===== config.mk =====
export PLATFORM = sky130hd
export DESIGN_NAME = trigger_capture
export DESIGN_NICKNAME = d
export VERILOG_FILES = /design/src/rtl/trigger_capture.sv
export SDC_FILE = /design/constraint.sdc
export NUM_CORES = 1
export LEC_CHECK = 0
export ABC_AREA = 1
export BUFFER_PORTS_ARGS = -buffer_cell sky130_fd_sc_hd__buf_2
export CORE_ASPECT_RATIO = 1.5
export CORE_UTILIZATION = 55
export CTS_BUF_LIST = sky130_fd_sc_hd__clkbuf_16
export DETAILED_ROUTE_END_ITERATION = 12
export PLACE_DENSITY = 0.84
export SLEW_MARGIN = 20
export SYNTH_ARGS = -nofsm -noshare
export SYNTH_HDL_FRONTEND = slang
export SYNTH_SLANG_ARGS = --single-unit

===== constraint.sdc =====
create_clock -name clk -period 1.9 [get_ports clk]
set_input_delay 0.38 -clock clk [delete_from_list [all_inputs] [get_ports clk]]
set_output_delay 0.38 -clock clk [all_outputs]
set_load 0.01 [all_outputs]

===== src/rtl/trigger_capture.sv =====
// trigger_capture: logic-analyzer capture front end; delay-aligned samples fill a circular buffer until a trigger edge plus holdoff, then the buffer streams out oldest-first.
// Ports:
//   clk, reset             rising-edge clock, asynchronous active-high reset
//   sample_in/sample_valid probed word and its qualifier
//   trigger, arm           raw trigger level, one-cycle capture request
//   data_in                delay-line output, i.e. the buffer write word
//   rd_data/rd_valid/rd_ready/rd_last  readout stream
//   state                  IDLE=0 ARMED=1 HOLDOFF=2 READOUT=3
//   capture_done           one-cycle pulse after the final word is accepted
module trigger_capture #(
  parameter int DATA_WIDTH      = 8,
  parameter int MEMORY_SIZE     = 16,
  parameter int ADDR_WIDTH      = 4,
  parameter int USER_HOLDOFF    = 4,
  parameter int ALIGNMENT_DELAY = 2
) (
  input  logic                  clk,
  input  logic                  reset,
  input  logic [DATA_WIDTH-1:0] sample_in,
  input  logic                  sample_valid,
  input  logic                  trigger,
  input  logic                  arm,
  output logic [DATA_WIDTH-1:0] data_in,
  output logic [DATA_WIDTH-1:0] rd_data,
  output logic                  rd_valid,
  input  logic                  rd_ready,
  output logic                  rd_last,
  output logic [1:0]            state,
  output logic                  capture_done
);
  typedef enum logic [1:0] {IDLE = 2'd0, ARMED = 2'd1, HOLDOFF = 2'd2, READOUT = 2'd3} state_t;
  localparam logic [ADDR_WIDTH:0]   L_FULL = (ADDR_WIDTH+1)'(MEMORY_SIZE);
  localparam logic [ADDR_WIDTH:0]   L_LAST = (ADDR_WIDTH+1)'(MEMORY_SIZE - 1);
  localparam logic [ADDR_WIDTH:0]   L_HOLD = (ADDR_WIDTH+1)'(USER_HOLDOFF);
  localparam logic [ADDR_WIDTH:0]   C_ONE  = (ADDR_WIDTH+1)'(1);
  localparam logic [ADDR_WIDTH-1:0] P_ONE  = ADDR_WIDTH'(1);
  state_t r_state, w_next;
  logic [ADDR_WIDTH-1:0] r_wr_ptr, r_rd_ptr;
  logic [ADDR_WIDTH:0]   r_fill, r_hold, r_rd_cnt;
  logic                  r_trig_q, r_q_vld, r_q_last;
  logic [DATA_WIDTH-1:0] r_q;
  logic [DATA_WIDTH-1:0] r_mem [MEMORY_SIZE];
  logic w_trig_edge, w_trig_ok, w_wr_en, w_hold_done, w_enter_ro, w_out_rdy, w_issue, w_done;
  generate
    if (ALIGNMENT_DELAY == 0) begin : g_direct
      assign data_in = sample_in;
    end else begin : g_dly
      logic [DATA_WIDTH-1:0] r_dly [ALIGNMENT_DELAY];
      always_ff @(posedge clk or posedge reset)
        if (reset) for (int i = 0; i < ALIGNMENT_DELAY; i++) r_dly[i] <= '0;
        else if (sample_valid) begin
          r_dly[0] <= sample_in;
          for (int i = 1; i < ALIGNMENT_DELAY; i++) r_dly[i] <= r_dly[i-1];
        end
      assign data_in = r_dly[ALIGNMENT_DELAY-1];
    end
  endgenerate
  // trigger history advances per qualified sample so edges are judged sample-to-sample
  assign w_trig_edge = trigger & ~r_trig_q;
  assign w_wr_en     = sample_valid & (r_state == ARMED | r_state == HOLDOFF);
  assign w_trig_ok   = (r_state == ARMED) & sample_valid & w_trig_edge & (r_fill == L_FULL);
  assign w_hold_done = (r_state == HOLDOFF) & sample_valid & (r_hold + C_ONE == L_HOLD);
  assign w_enter_ro  = (w_trig_ok & (USER_HOLDOFF == 0)) | w_hold_done;
  // two-stage read pipe: r_q is the RAM output register, rd_* the output register;
  // a new read is issued whenever r_q is empty or is being drained this cycle
  assign w_out_rdy   = ~rd_valid | rd_ready;
  assign w_issue     = (r_state == READOUT) & (r_rd_cnt != L_FULL) & (~r_q_vld | w_out_rdy);
  assign w_done      = (r_state == READOUT) & rd_valid & rd_ready & rd_last;
  assign state       = r_state;
  always_comb begin
    w_next = r_state;
    case (r_state)
      IDLE:    w_next = arm ? ARMED : IDLE;
      ARMED:   w_next = w_trig_ok ? ((USER_HOLDOFF == 0) ? READOUT : HOLDOFF) : ARMED;
      HOLDOFF: w_next = w_hold_done ? READOUT : HOLDOFF;
      READOUT: w_next = w_done ? IDLE : READOUT;
    endcase
  end
  always_ff @(posedge clk or posedge reset)
    if (reset) r_state <= IDLE;
    else r_state <= w_next;
  always_ff @(posedge clk or posedge reset)
    if (reset) begin
      r_trig_q     <= 1'b0;
      r_wr_ptr     <= '0;
      r_rd_ptr     <= '0;
      r_fill       <= '0;
      r_hold       <= '0;
      r_rd_cnt     <= '0;
      r_q_vld      <= 1'b0;
      r_q_last     <= 1'b0;
      rd_data      <= '0;
      rd_valid     <= 1'b0;
      rd_last      <= 1'b0;
      capture_done <= 1'b0;
    end else begin
      if (sample_valid) r_trig_q <= trigger;
      if (w_wr_en) r_wr_ptr <= r_wr_ptr + P_ONE;
      if (r_state == IDLE && arm) r_fill <= '0;
      else if (r_state == ARMED && sample_valid && r_fill != L_FULL) r_fill <= r_fill + C_ONE;
      if (w_trig_ok) r_hold <= '0;
      else if (r_state == HOLDOFF && sample_valid) r_hold <= r_hold + C_ONE;
      // the entering cycle also writes, so the oldest word sits one past the current write pointer
      if (w_enter_ro) begin
        r_rd_ptr <= r_wr_ptr + P_ONE;
        r_rd_cnt <= '0;
      end else if (w_issue) begin
        r_rd_ptr <= r_rd_ptr + P_ONE;
        r_rd_cnt <= r_rd_cnt + C_ONE;
      end
      if (w_issue) r_q_last <= (r_rd_cnt == L_LAST);
      r_q_vld <= w_issue | (r_q_vld & ~w_out_rdy);
      if (w_out_rdy) begin
        rd_valid <= r_q_vld;
        rd_data  <= r_q;
        rd_last  <= r_q_vld & r_q_last;
      end
      capture_done <= w_done;
    end
  // buffer contents survive reset, so the RAM and its read register stay out of the reset domain
  always_ff @(posedge clk) begin
    if (w_wr_en) r_mem[r_wr_ptr] <= data_in;
    if (w_issue) r_q <= r_mem[r_rd_ptr];
  end
endmodule


# After elaboration in Yosys (flattened, before gate mapping)
# Memory sizes are Yosys's and may differ from the RTL's. A register that Yosys moved wholly into a read port is not among the register bits.
# Cells that the tools add are included.
[totals] memories=1 reg_bits=55 out_inout_bits=21 ramBits=128
[classes] reduce_logical=8 n_addsub=5 n_eq_ne=8 n_mux=15 bitwise_logic=22
[mem_list] memory="r_mem" depth=16 width=8 read_ports=1 rd_clocked_by_memory_dff=1 wr=1 line="42" text="logic [DATA_WIDTH-1:0] r_mem [MEMORY_SIZE];"
[op_table] op="5-bit two-way mux" n=6
[op_table] op="5-bit by 1-bit adder with 5-bit output, second input constant" n=3
[op_table] op="1-bit bitwise AND" n=14
[op_table] op="5-bit inequality test, second input constant" n=2
[op_table] op="4-bit by 1-bit adder with 4-bit output, second input constant" n=2
[op_table] op="4-bit two-way mux" n=2
[op_table] op="2-bit one-hot mux with 4 select lines" n=1
[op_table] op="2-bit nonzero test" n=3
[op_table] op="5-bit by 3-bit equality test with 1-bit output, second input constant" n=1
[op_table] op="5-bit by 4-bit equality test with 1-bit output, second input constant" n=1
[op_table] op="5-bit equality test, second input constant" n=1
[op_table] op="2-bit equality test, second input constant" n=2
[op_table] op="1-bit logical AND" n=4
[op_table] op="1-bit two-way mux" n=4
[op_table] op="2-bit two-way mux" n=2
[op_table] op="1-bit NOT" n=4
[op_table] op="1-bit OR" n=4
[op_table] op="2-bit by 1-bit equality test with 1-bit output, second input constant" n=1
[op_table] op="2-bit logical NOT" n=1

# Longest topological paths before layout
[logic_depth] depth_word=6 mapped_depth=12 depth_no_buf=11

# Worst setup path after synthesis
# No wires, ideal clock.
[synth_path] path_kind="reg2reg" start="register r_state[0] (netlist: state[0])" end="memory r_mem[0][0], enable pin" setup_slack_ns=0.066 path_buffers=0 setup_ns=0.370 arrival_time_ns=1.464 t_required_ns=1.530 stages_incl_launch_ff=7 cell_sequence="dfrtp_1 -> inv_1 -> ha_1 -> nand2_1 -> clkinv_1 -> nand2_1 -> nor2_1"
[synth_via] elab_chain_cells=5 word_cells_on_any_way=6
[synth_lines] item="from (decl)" line="37" text="state_t r_state, w_next;"
[synth_lines] item="from (signal assigned)" line="81" text="else r_state <= w_next;"
[synth_lines] item="2-bit by 1-bit equality test with 1-bit output or 2-bit equality test (tied branches)" line="60" text="assign w_wr_en = sample_valid & (r_state == ARMED | r_state == HOLDOFF);"
[synth_lines] item="1-bit OR *" line="60"
[synth_lines] item="1-bit bitwise AND *" line="60"
[synth_lines] item="1-bit two-way mux *" line="122" text="if (w_wr_en) r_mem[r_wr_ptr] <= data_in;"
[synth_lines] item="1-bit two-way mux (implied by the code) *" line="122"
[synth_lines] item="to (decl)" line="42"
# Mark *: on every way between the ends. The rest lies on a longest branch, timed or not.

# Final worst setup path
[layout_path] start="register r_state[1] (netlist: state[1])" end="memory r_mem[13][3], enable pin"
# Same word-level chain as after synthesis.

==> results.cfg <==
[logic_synthesis]
synthMuxAreaShare_pct = 0
yosys.area_share.simple_pct = 13.23
yosysTopAreaCellShare_pct = 49.62
synth_seq_cells = 191
ys_types = 32
synth_ff_type = edfxtp_1
avgSynthCellArea_sq_um = 10.96
synthTopCellsByCount = edfxtp_1, nand2_1, inv_1
synth-edff-count = 136
seq_area_frac_synth_pct = 66.34
ys_warn_count = 0
synth_xor_area_share_pct = 0.9577
syn_area_sq_mm = 0.008230
synth_compound_area_share_pct = 9.273
synth_area_leaders = edfxtp_1, dfrtp_1, nand2_1
synth_largest_area_cell = edfxtp_1
yosysMostFrequentCell = edfxtp_1
synth_top_family_by_area = simple AND/OR/NAND/NOR gates
synthAdderAreaFrac_pct = 2.584
synth-async-reset-ratio_pct = 28.80
synth_nets = 782
synth_cells = 751

[route]
drtIter0Drc = 683
route.final.wire_length_mm = 17.61
wl_per_cell_microns = 17.59
drt-vias-per-instance = 5.513
dr_total_vias = 5519
drtPass1Iterations = 6
drc = 0
ant_nets = 0

[grt]
grt_max_degree = 58
grt_pass1_vias = 5423
grt_pass1_wl_mm = 27.95
grt-ovfl-total = 0
track_usage_pct = 24.78
antenna_found_initial = 0

[status]
status = complete, but fails checks
violations = negative setup slack

[sta]
fin_skew_ps = 9.974
slew_violations = 0
tightest_slew_ps = 539.7
relSlewSlack_pct = 63.79
tns_ps = -1380
setup_viol = 66
finalWorstSetupSlack_ps = -46.24
whs_ps = 151.3
finalHoldViolations = 0
rsz0062_at_grt = true
min_period_ps = 1946
clock.fmax_mhz = 513.8
finalCritPeriodShare_pct = 102.4

[flow_run]
drv_cap = 0

[power]
leakage_nw = 3.792
p_total_mw = 11.63
vdd.ir_drop.worst_uv = 741.5
power_density_mw_per_mm2 = 1232

[setup_path]
rr_worst_depth = 6
cp_cell_sequence = inv_1 -> ha_1 -> nand2_1 -> clkinv_1 -> nand2_1 -> nor2_4
cp_max_fo = 8
r2r_start = state[1]
cp_data_arrival_time_ps = 2060
worstSetupStartpointType = flip-flop
cp_slowest_stage_delay_ps = 370
cp_top_family = simple AND/OR/NAND/NOR gates
critPathRequiredTime_ps = 2010
r2r_slack_ps = -50
crit_slowest_cell = dfrtp_1
setup.worst_path.end_class = flip-flop
crit_type = reg -> reg
critPathBufInv = 2
cp_common_cell = nand2_1
r2r_end = r_mem[13][3]

[cells_and_area]
drive_gt1_share_pct = 14.78
fillCellCount = 1059
finalNetCount = 823
syn_to_final_growth_pct = 14.69
antenna_cells = 0

[worst_hold_path]
hold_end = g_dly.r_dly[13]
min_delay_path_depth = 3
hold_class = in -> reg
worstHoldStart = sample_in[5]

[clock_network]
cts_buffers = 17
path_clk_slew_ps = 70
cts_root_buffer = clkbuf_16
tritoncts = yes
h-tree-depth = 4
clock_latency_ps = 430
cts_buffer_depth = 2
cts.sinks = 191

[placement]
port_buffers = 34
routabilityCongestion = 0.8635
hpwl_mm = 11.45

[floorplan]
fp.dieH_microns = 151.8
dieArea_sq_mm = 0.01547
io_pins = 35
design.core.area_sq_mm = 0.01459
fp.dieW_microns = 101.9
start_util_pct = 56.40
rows = 54
[cells in the final DEF, fill, tap and decap left out, types with 3 or more instances in the layout]
| master | netlist | final |
|---|---|---|
| clkbuf_16 | 0 | 19 |
| buf_2 | 20 | 34 |
| o21ai_0 | 56 | 56 |
| edfxtp_1 | 136 | 136 |
| clkinv_1 | 4 | 6 |
| o21ai_1 | 3 | 3 |
| nand3_1 | 70 | 70 |
| a21oi_1 | 43 | 43 |
| bufinv_16 | 0 | 4 |
| nor2_4 | 1 | 8 |
| nor2_1 | 40 | 24 |
| ha_1 | 17 | 17 |
| inv_1 | 103 | 102 |
| nor2_2 | 1 | 10 |
| buf_12 | 0 | 5 |
| nand4_1 | 4 | 4 |
| dfrtp_1 | 55 | 53 |
| nand2_1 | 125 | 124 |
| o211ai_1 | 32 | 32 |
| xor2_1 | 7 | 7 |
| inv_2 | 1 | 3 |
| buf_4 | 9 | 21 |
[report_power, final]
| part | internal (mW) | switching (mW) |
|---|---|---|
| logic | 0.828 | 1.66 |
| registers | 4.97 | 0.306 |
| clock network | 2.36 | 1.51 |
[area by class of cell]
class                           instances  area (sq um)  area share, %
Sequential cell                       191          5465          57.90
Timing Repair Buffer                   61         437.9          4.639
Tap cell                              196         245.2          2.598
Clock buffer                           19         475.5          5.037
Multi-Input combinational cell        412          2221          23.53
Inverter                              109         414.1          4.388
Clock inverter                         13         180.2          1.909
[per-layer routing]
| layer | global-route usage (%) | routed length, microns | up-vias |
|---|---|---|---|
| met5 | 0 | 0 | - |
| met4 | 16.05 | 918 | 0 |
| li1 | - | - | 2610 |
| met2 | 40.83 | 9275 | 229 |
| met1 | 29.30 | 6345 | 2613 |
| met3 | 4.692 | 1071 | 67 |
[kinds of logic after synthesis]
| kind of cell | Yosys count |
|---|---|
| and+or+nand+nor | 250 |
| DFF | 191 |
| buffers and inverters | 148 |
| AOI/OAI and AO/OA | 136 |
| adders and majority gates | 17 |
| xor gates and xnor gates | 9 |
[what timing repair did]
| item | CTS | global route |
|---|---|---|
| hold buffers | 1 | 0 |
| pin swaps | 0 | 1 |
| endpoints found under the hold margin | 36 | 0 |
| resized for setup | 13 | 12 |
| setup endpoints to repair | 128 | 130 |
| buffers inserted | 0 | 0 |
[tightest hold or removal path: stages]
cell and delay, ps:
buf_2 70, nand2_1 40, o21ai_0 50
[registers in the layout (all words and copies together), names as in the netlist, 2 cells and up]
name,cells
r_hold,5
r_mem,128
data_in,8
r_q,8
r_rd_cnt,5
r_fill,5
g_dly.r_dly,8
r_rd_ptr,4
state,2
r_wr_ptr,4
rd_data,8
[stage by stage]
step,util [%],cell area [sq um],instances,setup slack [ps]
2_1_floorplan,-,8230,751,66.23
3_3_place_gp,59.59,8696,968,-71.50
3_5_place_dp,59.59,8696,968,-157.3
4_1_cts,64.39,9397,1001,-164.1
5_1_grt,64.68,9439,1001,-111.7
6_report,64.68,9439,1001,-46.24
[how the worst max path moves through the flow]
| stage | from | to | slack, ps | cells past startpoint |
|---|---|---|---|---|
| 4_1_cts | state[1] | r_mem[6][1] | -160 | 6 |
| 3_3_place_gp | state[0] | r_mem[15][3] | -70 | 6 |
| 5_1_grt | state[1] | r_mem[10][4] | -110 | 6 |
| 6_report | state[1] | r_mem[13][3] | -50 | 6 |
| 3_5_place_dp | state[1] | r_mem[15][2] | -160 | 6 |
| 2_1_floorplan | state[0] | r_mem[0][0] | 70 | 6 |
No activity file was read; power rests on OpenSTA's default activity.
